`src/rtl/bf2_dif_stream.sv`:
```
// Streaming radix-2 DIF butterfly for one FFT stage: A = a+b, B = (a-b)*W^k,
// three register stages with valid/ready backpressure and an elaborated twiddle ROM.
module bf2_dif_stream #(
  parameter int DATA_WIDTH = 16,
  parameter int TW_WIDTH   = 16,
  parameter int POW        = 4,
  parameter int SERIES     = 0,
  parameter int SCALE      = 0
) (
  input  logic                              clk,
  input  logic                              rst_n,
  input  logic                              in_valid,
  output logic                              in_ready,
  input  logic                              in_sop,
  input  logic signed [DATA_WIDTH-1:0]      in_a_r,
  input  logic signed [DATA_WIDTH-1:0]      in_a_i,
  input  logic signed [DATA_WIDTH-1:0]      in_b_r,
  input  logic signed [DATA_WIDTH-1:0]      in_b_i,
  output logic                              out_valid,
  input  logic                              out_ready,
  output logic                              out_sop,
  output logic signed [DATA_WIDTH-SCALE:0]  out_a_r,
  output logic signed [DATA_WIDTH-SCALE:0]  out_a_i,
  output logic signed [DATA_WIDTH-SCALE:0]  out_b_r,
  output logic signed [DATA_WIDTH-SCALE:0]  out_b_i,
  output logic [POW-2:0]                    out_k
);
  localparam int TW_FRAC = TW_WIDTH - 2;
  localparam int N       = 1 << POW;
  localparam int HALF    = N / 2;
  localparam int SW      = DATA_WIDTH + 1;
  localparam int PW      = SW + TW_WIDTH;
  localparam int XW      = PW + 2;
  localparam int OW      = DATA_WIDTH + 1 - SCALE;
  localparam int RSH     = TW_FRAC + SCALE;
  localparam int JW      = POW - SERIES - 1;
  localparam int JWE     = (JW < 1) ? 1 : JW;
  localparam int KW      = POW - 1;
  localparam logic signed [XW-1:0] SAT_MAX = XW'((64'sd1 <<< (OW - 1)) - 64'sd1);
  localparam logic signed [XW-1:0] SAT_MIN = XW'(-(64'sd1 <<< (OW - 1)));

  function automatic int tw_round(input real x);
    return (x >= 0.0) ? $rtoi(x + 0.5) : -$rtoi(0.5 - x);
  endfunction

  function automatic logic signed [XW-1:0] round_shift(input logic signed [XW-1:0] x);
    logic signed [XW-1:0] bias;
    bias = '0;
    bias[RSH-1] = 1'b1;
    return (x + bias) >>> RSH;
  endfunction

  function automatic logic signed [XW-1:0] scale_sum(input logic signed [SW-1:0] s);
    logic signed [XW-1:0] x;
    x = XW'(s);
    return (SCALE != 0) ? ((x + XW'(1)) >>> 1) : x;
  endfunction

  function automatic logic signed [OW-1:0] saturate(input logic signed [XW-1:0] x);
    if (x > SAT_MAX) return SAT_MAX[OW-1:0];
    if (x < SAT_MIN) return SAT_MIN[OW-1:0];
    return x[OW-1:0];
  endfunction

  // Twiddle ROM: W^k = cos(2*pi*k/N) - j*sin(2*pi*k/N), 1.0 = 2^TW_FRAC
  logic signed [TW_WIDTH-1:0] rom_r [HALF];
  logic signed [TW_WIDTH-1:0] rom_i [HALF];
  for (genvar g = 0; g < HALF; g++) begin : g_rom
    localparam real ANG = 2.0 * 3.14159265358979323846 * real'(g) / real'(N);
    localparam int  WR  = tw_round($cos(ANG) * real'(1 << TW_FRAC));
    localparam int  WI  = tw_round(-$sin(ANG) * real'(1 << TW_FRAC));
    assign rom_r[g] = TW_WIDTH'(WR);
    assign rom_i[g] = TW_WIDTH'(WI);
  end

  logic           adv, acc;
  logic [JWE-1:0] j_cnt, j_used;
  logic [KW-1:0]  k_sel;

  assign adv      = !out_valid || out_ready;
  assign in_ready = adv;
  assign acc      = in_valid && adv;

  // An sop pair always restarts the group at j = 0
  always_comb begin
    j_used = (in_sop || JW == 0) ? '0 : j_cnt;
    k_sel  = KW'(j_used) << SERIES;
  end

  always_ff @(posedge clk or negedge rst_n) begin
    if (!rst_n)   j_cnt <= '0;
    else if (acc) j_cnt <= (JW == 0) ? '0 : j_used + 1'b1;
  end

  logic                       vld_p0, sop_p0;
  logic [KW-1:0]              k_p0;
  logic signed [SW-1:0]       s_r_p0, s_i_p0, d_r_p0, d_i_p0;
  logic signed [TW_WIDTH-1:0] w_r_p0, w_i_p0;

  // Stage 1: sum/difference with full growth, twiddle fetch
  always_ff @(posedge clk or negedge rst_n) begin
    if (!rst_n) begin
      vld_p0 <= 1'b0;  sop_p0 <= 1'b0;  k_p0 <= '0;
      s_r_p0 <= '0;    s_i_p0 <= '0;    d_r_p0 <= '0;  d_i_p0 <= '0;
      w_r_p0 <= '0;    w_i_p0 <= '0;
    end else if (adv) begin
      vld_p0 <= acc;
      sop_p0 <= acc && in_sop;
      k_p0   <= k_sel;
      s_r_p0 <= SW'(in_a_r) + SW'(in_b_r);
      s_i_p0 <= SW'(in_a_i) + SW'(in_b_i);
      d_r_p0 <= SW'(in_a_r) - SW'(in_b_r);
      d_i_p0 <= SW'(in_a_i) - SW'(in_b_i);
      w_r_p0 <= rom_r[k_sel];
      w_i_p0 <= rom_i[k_sel];
    end
  end

  logic                 vld_p1, sop_p1;
  logic [KW-1:0]        k_p1;
  logic signed [SW-1:0] s_r_p1, s_i_p1;
  logic signed [PW-1:0] pr1_p1, pr2_p1, pi1_p1, pi2_p1;

  // Stage 2: four full-precision partial products
  always_ff @(posedge clk or negedge rst_n) begin
    if (!rst_n) begin
      vld_p1 <= 1'b0;  sop_p1 <= 1'b0;  k_p1 <= '0;
      s_r_p1 <= '0;    s_i_p1 <= '0;
      pr1_p1 <= '0;    pr2_p1 <= '0;    pi1_p1 <= '0;  pi2_p1 <= '0;
    end else if (adv) begin
      vld_p1 <= vld_p0;
      sop_p1 <= sop_p0;
      k_p1   <= k_p0;
      s_r_p1 <= s_r_p0;
      s_i_p1 <= s_i_p0;
      pr1_p1 <= PW'(d_r_p0) * PW'(w_r_p0);
      pr2_p1 <= PW'(d_i_p0) * PW'(w_i_p0);
      pi1_p1 <= PW'(d_r_p0) * PW'(w_i_p0);
      pi2_p1 <= PW'(d_i_p0) * PW'(w_r_p0);
    end
  end

  logic signed [XW-1:0] re_p1, im_p1;
  assign re_p1 = XW'(pr1_p1) - XW'(pr2_p1);
  assign im_p1 = XW'(pi1_p1) + XW'(pi2_p1);

  // Stage 3: combine, round, saturate into the output registers
  always_ff @(posedge clk or negedge rst_n) begin
    if (!rst_n) begin
      out_valid <= 1'b0;  out_sop <= 1'b0;  out_k <= '0;
      out_a_r   <= '0;    out_a_i <= '0;    out_b_r <= '0;  out_b_i <= '0;
    end else if (adv) begin
      out_valid <= vld_p1;
      out_sop   <= sop_p1;
      out_k     <= k_p1;
      out_a_r   <= saturate(scale_sum(s_r_p1));
      out_a_i   <= saturate(scale_sum(s_i_p1));
      out_b_r   <= saturate(round_shift(re_p1));
      out_b_i   <= saturate(round_shift(im_p1));
    end
  end
endmodule

```
`config.mk`:
```
export PLATFORM = sky130hd
export DESIGN_NAME = bf2_dif_stream
export DESIGN_NICKNAME = d
export VERILOG_FILES = /design/src/rtl/bf2_dif_stream.sv
export SDC_FILE = /design/constraint.sdc
export NUM_CORES = 2
export LEC_CHECK = 0
export ABC_CLOCK_PERIOD_IN_PS = 9900
export BUFFER_PORTS_ARGS = -buffer_cell sky130_fd_sc_hd__buf_2
export CORE_UTILIZATION = 35
export DETAILED_ROUTE_END_ITERATION = 16
export PLACE_DENSITY = 0.55
export RECOVER_POWER = 50
export SKIP_CTS_REPAIR_TIMING = 1
export SYNTH_ARGS = -nofsm -noshare
export SYNTH_HDL_FRONTEND = slang
export SYNTH_SLANG_ARGS = --single-unit
```
`constraint.sdc`:
```
create_clock -name clk -period 9.9 [get_ports clk]
set_input_delay 0.495 -clock clk [delete_from_list [all_inputs] [get_ports clk]]
set_output_delay 0.495 -clock clk [all_outputs]
set_load 0.02 [all_outputs]
```
==> flow_metrics.env <==
export IMPL_critical_path_buf_inv_count=3
export IMPL_drt_total_wl_um=156000
export IMPL_route_antenna_remaining_nets=0
export IMPL_cts_sinks=335
export IMPL_cp_required_ns=10.41
export IMPL_holdWs_ns=0.102
export IMPL_status="finished, violations left"
export IMPL_post_route_min_period_ns=8.01
export IMPL_top_layer="met5"
export IMPL_whs_path_depth=3
export IMPL_mostFrequentLayoutCells="1,409 x inv_1, 1,046 x fa_1, 746 x nand2_1, 587 x ha_1, 342 x and2_1"
export IMPL_die_area_um2=165000
export IMPL_hold_viol=0
export IMPL_grt_max_degree=151
export IMPL_slew_headroom_pct=-284
export IMPL_r2r_slack_ns=1.89
export IMPL_crit_start="out_valid$_DFFE_PN0N_"
export IMPL_synth_edff_count=0
export IMPL_ys_ff_latch=335
export IMPL_overflow=0
export IMPL_tns_ns=0
export IMPL_clk_path_buf_depth=3
export IMPL_hpwl_um=128000
export IMPL_grt_pass1_wl_um=251000
export IMPL_hold_path_startpoint="in_valid"
export IMPL_worstReg2RegEnd="s_i_p0[15]$_DFFE_PN0N_"
export IMPL_cp_max_fo=89
export IMPL_yosys_warnings=0
export IMPL_start_util_pct=35.4
export IMPL_synth_nets=7851
export IMPL_maxCapViolations=5
export IMPL_place_area_um2=60000
export IMPL_worstPathArrival_ns=8.52
export IMPL_final_nets=7869
export IMPL_antenna_found_initial=3
export IMPL_area_delta_synth_final_pct=8.01
export IMPL_critPathTopFamily="buffers and inverters"
export IMPL_first_pass_iters=6
export IMPL_end_kind="flip-flop"
export IMPL_wl_met2_um=70300
export IMPL_clkLatencyLatePin_ns=0.66
export IMPL_drc=0
export IMPL_avgSynthCellArea_um2=9.27
export IMPL_routed_wl_met3_um=9370
export IMPL_critPathSlowestCell="clkinvlp_2"
export IMPL_finalInstanceArea_um2=61600
export IMPL_ys_seq_area_share_pct=14.7
export IMPL_timing_final_crit_share_pct=80.9
export IMPL_vias_per_cell=4.77
export IMPL_cp_start_kind="flip-flop"
export IMPL_synthCells=6149
export IMPL_cts_buffers=45
export IMPL_rsz0062_at_grt="no"
export IMPL_path_clk_slew_ns=0.06
export IMPL_layout_drive_gt1_share_pct=3.68
export IMPL_min_to="sop_p0$_DFFE_PN0N_"
export IMPL_htree_levels=2
export IMPL_vias=39900
export IMPL_worstRegToRegCells=7
export IMPL_drt_iter0_drc=2619
export IMPL_path_class="flip-flop to flip-flop"
export IMPL_hp_class="input pin to flip-flop"
export IMPL_violations="capacitance limit, slew limit"
export IMPL_fillCellCount=16300
export IMPL_crit_top_cell="buf_4"
export IMPL_path_cells="nor2b_1, clkinvlp_2, buf_4, buf_4, and3_1, a221oi_1, o211ai_1"
export IMPL_reg2reg_from="out_valid$_DFFE_PN0N_"
export IMPL_synthDistinctLibCells=85
export IMPL_root_buffer="clkbuf_16"
export IMPL_tightest_slew_ns=5.76
export IMPL_ios=143
export IMPL_io_buffers=142
export IMPL_grt_pass1_vias=42900
export IMPL_slowest_delay_ns=3.36
export IMPL_final_setup_viol_count=0
export IMPL_syn_area_um2=57000
export IMPL_die_w_um=406
export IMPL_final_common_cell="inv_1"
export IMPL_clock_skew_ns=0.0301
export IMPL_drv_slew=296
export IMPL_core_um2=161000
export IMPL_wl_per_cell_um=18.6
export IMPL_cts_tree="yes"
export IMPL_fp_dieH_um=406
export IMPL_fp_row_count=147
export IMPL_ys_flop_type="dfrtp_1"
export IMPL_gr_usage_all_layers_pct=19.7
export IMPL_async_flop_share_pct=100
export IMPL_fmax_mhz=125
export IMPL_gp_congestion=0.893
export IMPL_met1_length_um=72000
-- worst max path at each step --
stage / to / slack (ns) / cells past startpoint
global route: s_i_p0[15]$_DFFE_PN0N_ / 1.29 / 7
global placement: pi1_p1[32]$_DFFE_PN0N_ / 2.02 / 23
finish: s_i_p0[15]$_DFFE_PN0N_ / 1.89 / 7
CTS: pi1_p1[30]$_DFFE_PN0N_ / 1.97 / 23
floorplan: pi1_p1[32]$_DFFE_PN0N_ / 3.37 / 23
detailed placement: pi1_p1[30]$_DFFE_PN0N_ / 2.03 / 23
-- Yosys cell counts, drive strengths merged, types with 7 or more instances --
cell type  number  share of area (%)
fa           1046                 37
a21o           78                1.0
inv          1409                9.3
nor2b          22               0.24
o21bai         38               0.50
dfrtp         335                 15
and2          343                3.8
nand3          40               0.35
a21oi         243                2.2
nor3b           9               0.12
clkbuf        218                1.4
buf            12               0.11
o31a            7               0.11
a31oi          23               0.25
nand2         746                4.9
xor2           73                1.1
and3           36               0.40
nor3           34               0.30
or3            15               0.16
a211o           7               0.11
o21a           20               0.26
nor2          233                1.5
o211ai         21               0.28
o21ai         164                1.4
nand2b         35               0.38
a211oi         21               0.28
ha            587                 13
o31ai          22               0.30
a221oi          7               0.11
a2111oi         8               0.13
nand4          18               0.21
a221o          37               0.67
xnor2         142                2.2
-- through the flow --
stage	cells	util, %	worst slack, ns
floorplan	6149	-	3.37
global placement	8279	37.3	2.02
detailed placement	8279	37.3	2.03
CTS	8363	38.3	1.97
global route	8364	38.2	1.29
finish	8366	38.2	1.89
-- logic make-up after synthesis --
logic type | after synthesis | synth area share, %
and+or+nand+nor | 1562 | 12.8
AOI/OAI and AO/OA | 757 | 8.60
DFF | 335 | 14.7
xor gates and xnor gates | 215 | 3.30
buffers and inverters | 1641 | 10.8
adders and majority gates | 1633 | 49.6
muxes | 6 | 0.112
-- layer usage --
| layer | vias up | global-route usage (%) |
|---|---|---|
| met5 | - | 0 |
| met4 | 2 | 5.12 |
| met3 | 173 | 3.29 |
| met2 | 960 | 31.1 |
| met1 | 19900 | 27.8 |
| li1 | 18900 | - |
-- area by class of cell --
type / instances / area [um2] / share of cell area [%]
Multi-Input combinational cell: 4173 / 42400 / 68.9
Sequential cell: 335 / 8390 / 13.6
Inverter: 1411 / 5300 / 8.60
Tap cell: 2160 / 2700 / 4.39
Clock buffer: 56 / 1220 / 1.98
Timing Repair Buffer: 201 / 1080 / 1.76
Clock inverter: 28 / 440 / 0.715
Antenna cell: 2 / 5.00 / 0.00813
-- registers in the layout, summed over array words and instances (netlist names), 11 cells and up --
signal   flops
out_b_r     17
pr1_p1      33
pi1_p1      33
s_i_p1      17
d_i_p0      17
s_i_p0      16
pr2_p1      33
d_r_p0      17
s_r_p1      17
w_r_p0      11
pi2_p1      33
s_r_p0      16
out_a_i     17
out_a_r     17
out_b_i     17
-- tightest hold or removal path, cell delays in order --
cell and delay (ns):
buf_2 0.09, nand3_1 0.07, nand2_1 0.06
Power is not shown: default switching activity piles up to over one toggle a cycle in this logic, so the estimate is an artifact.
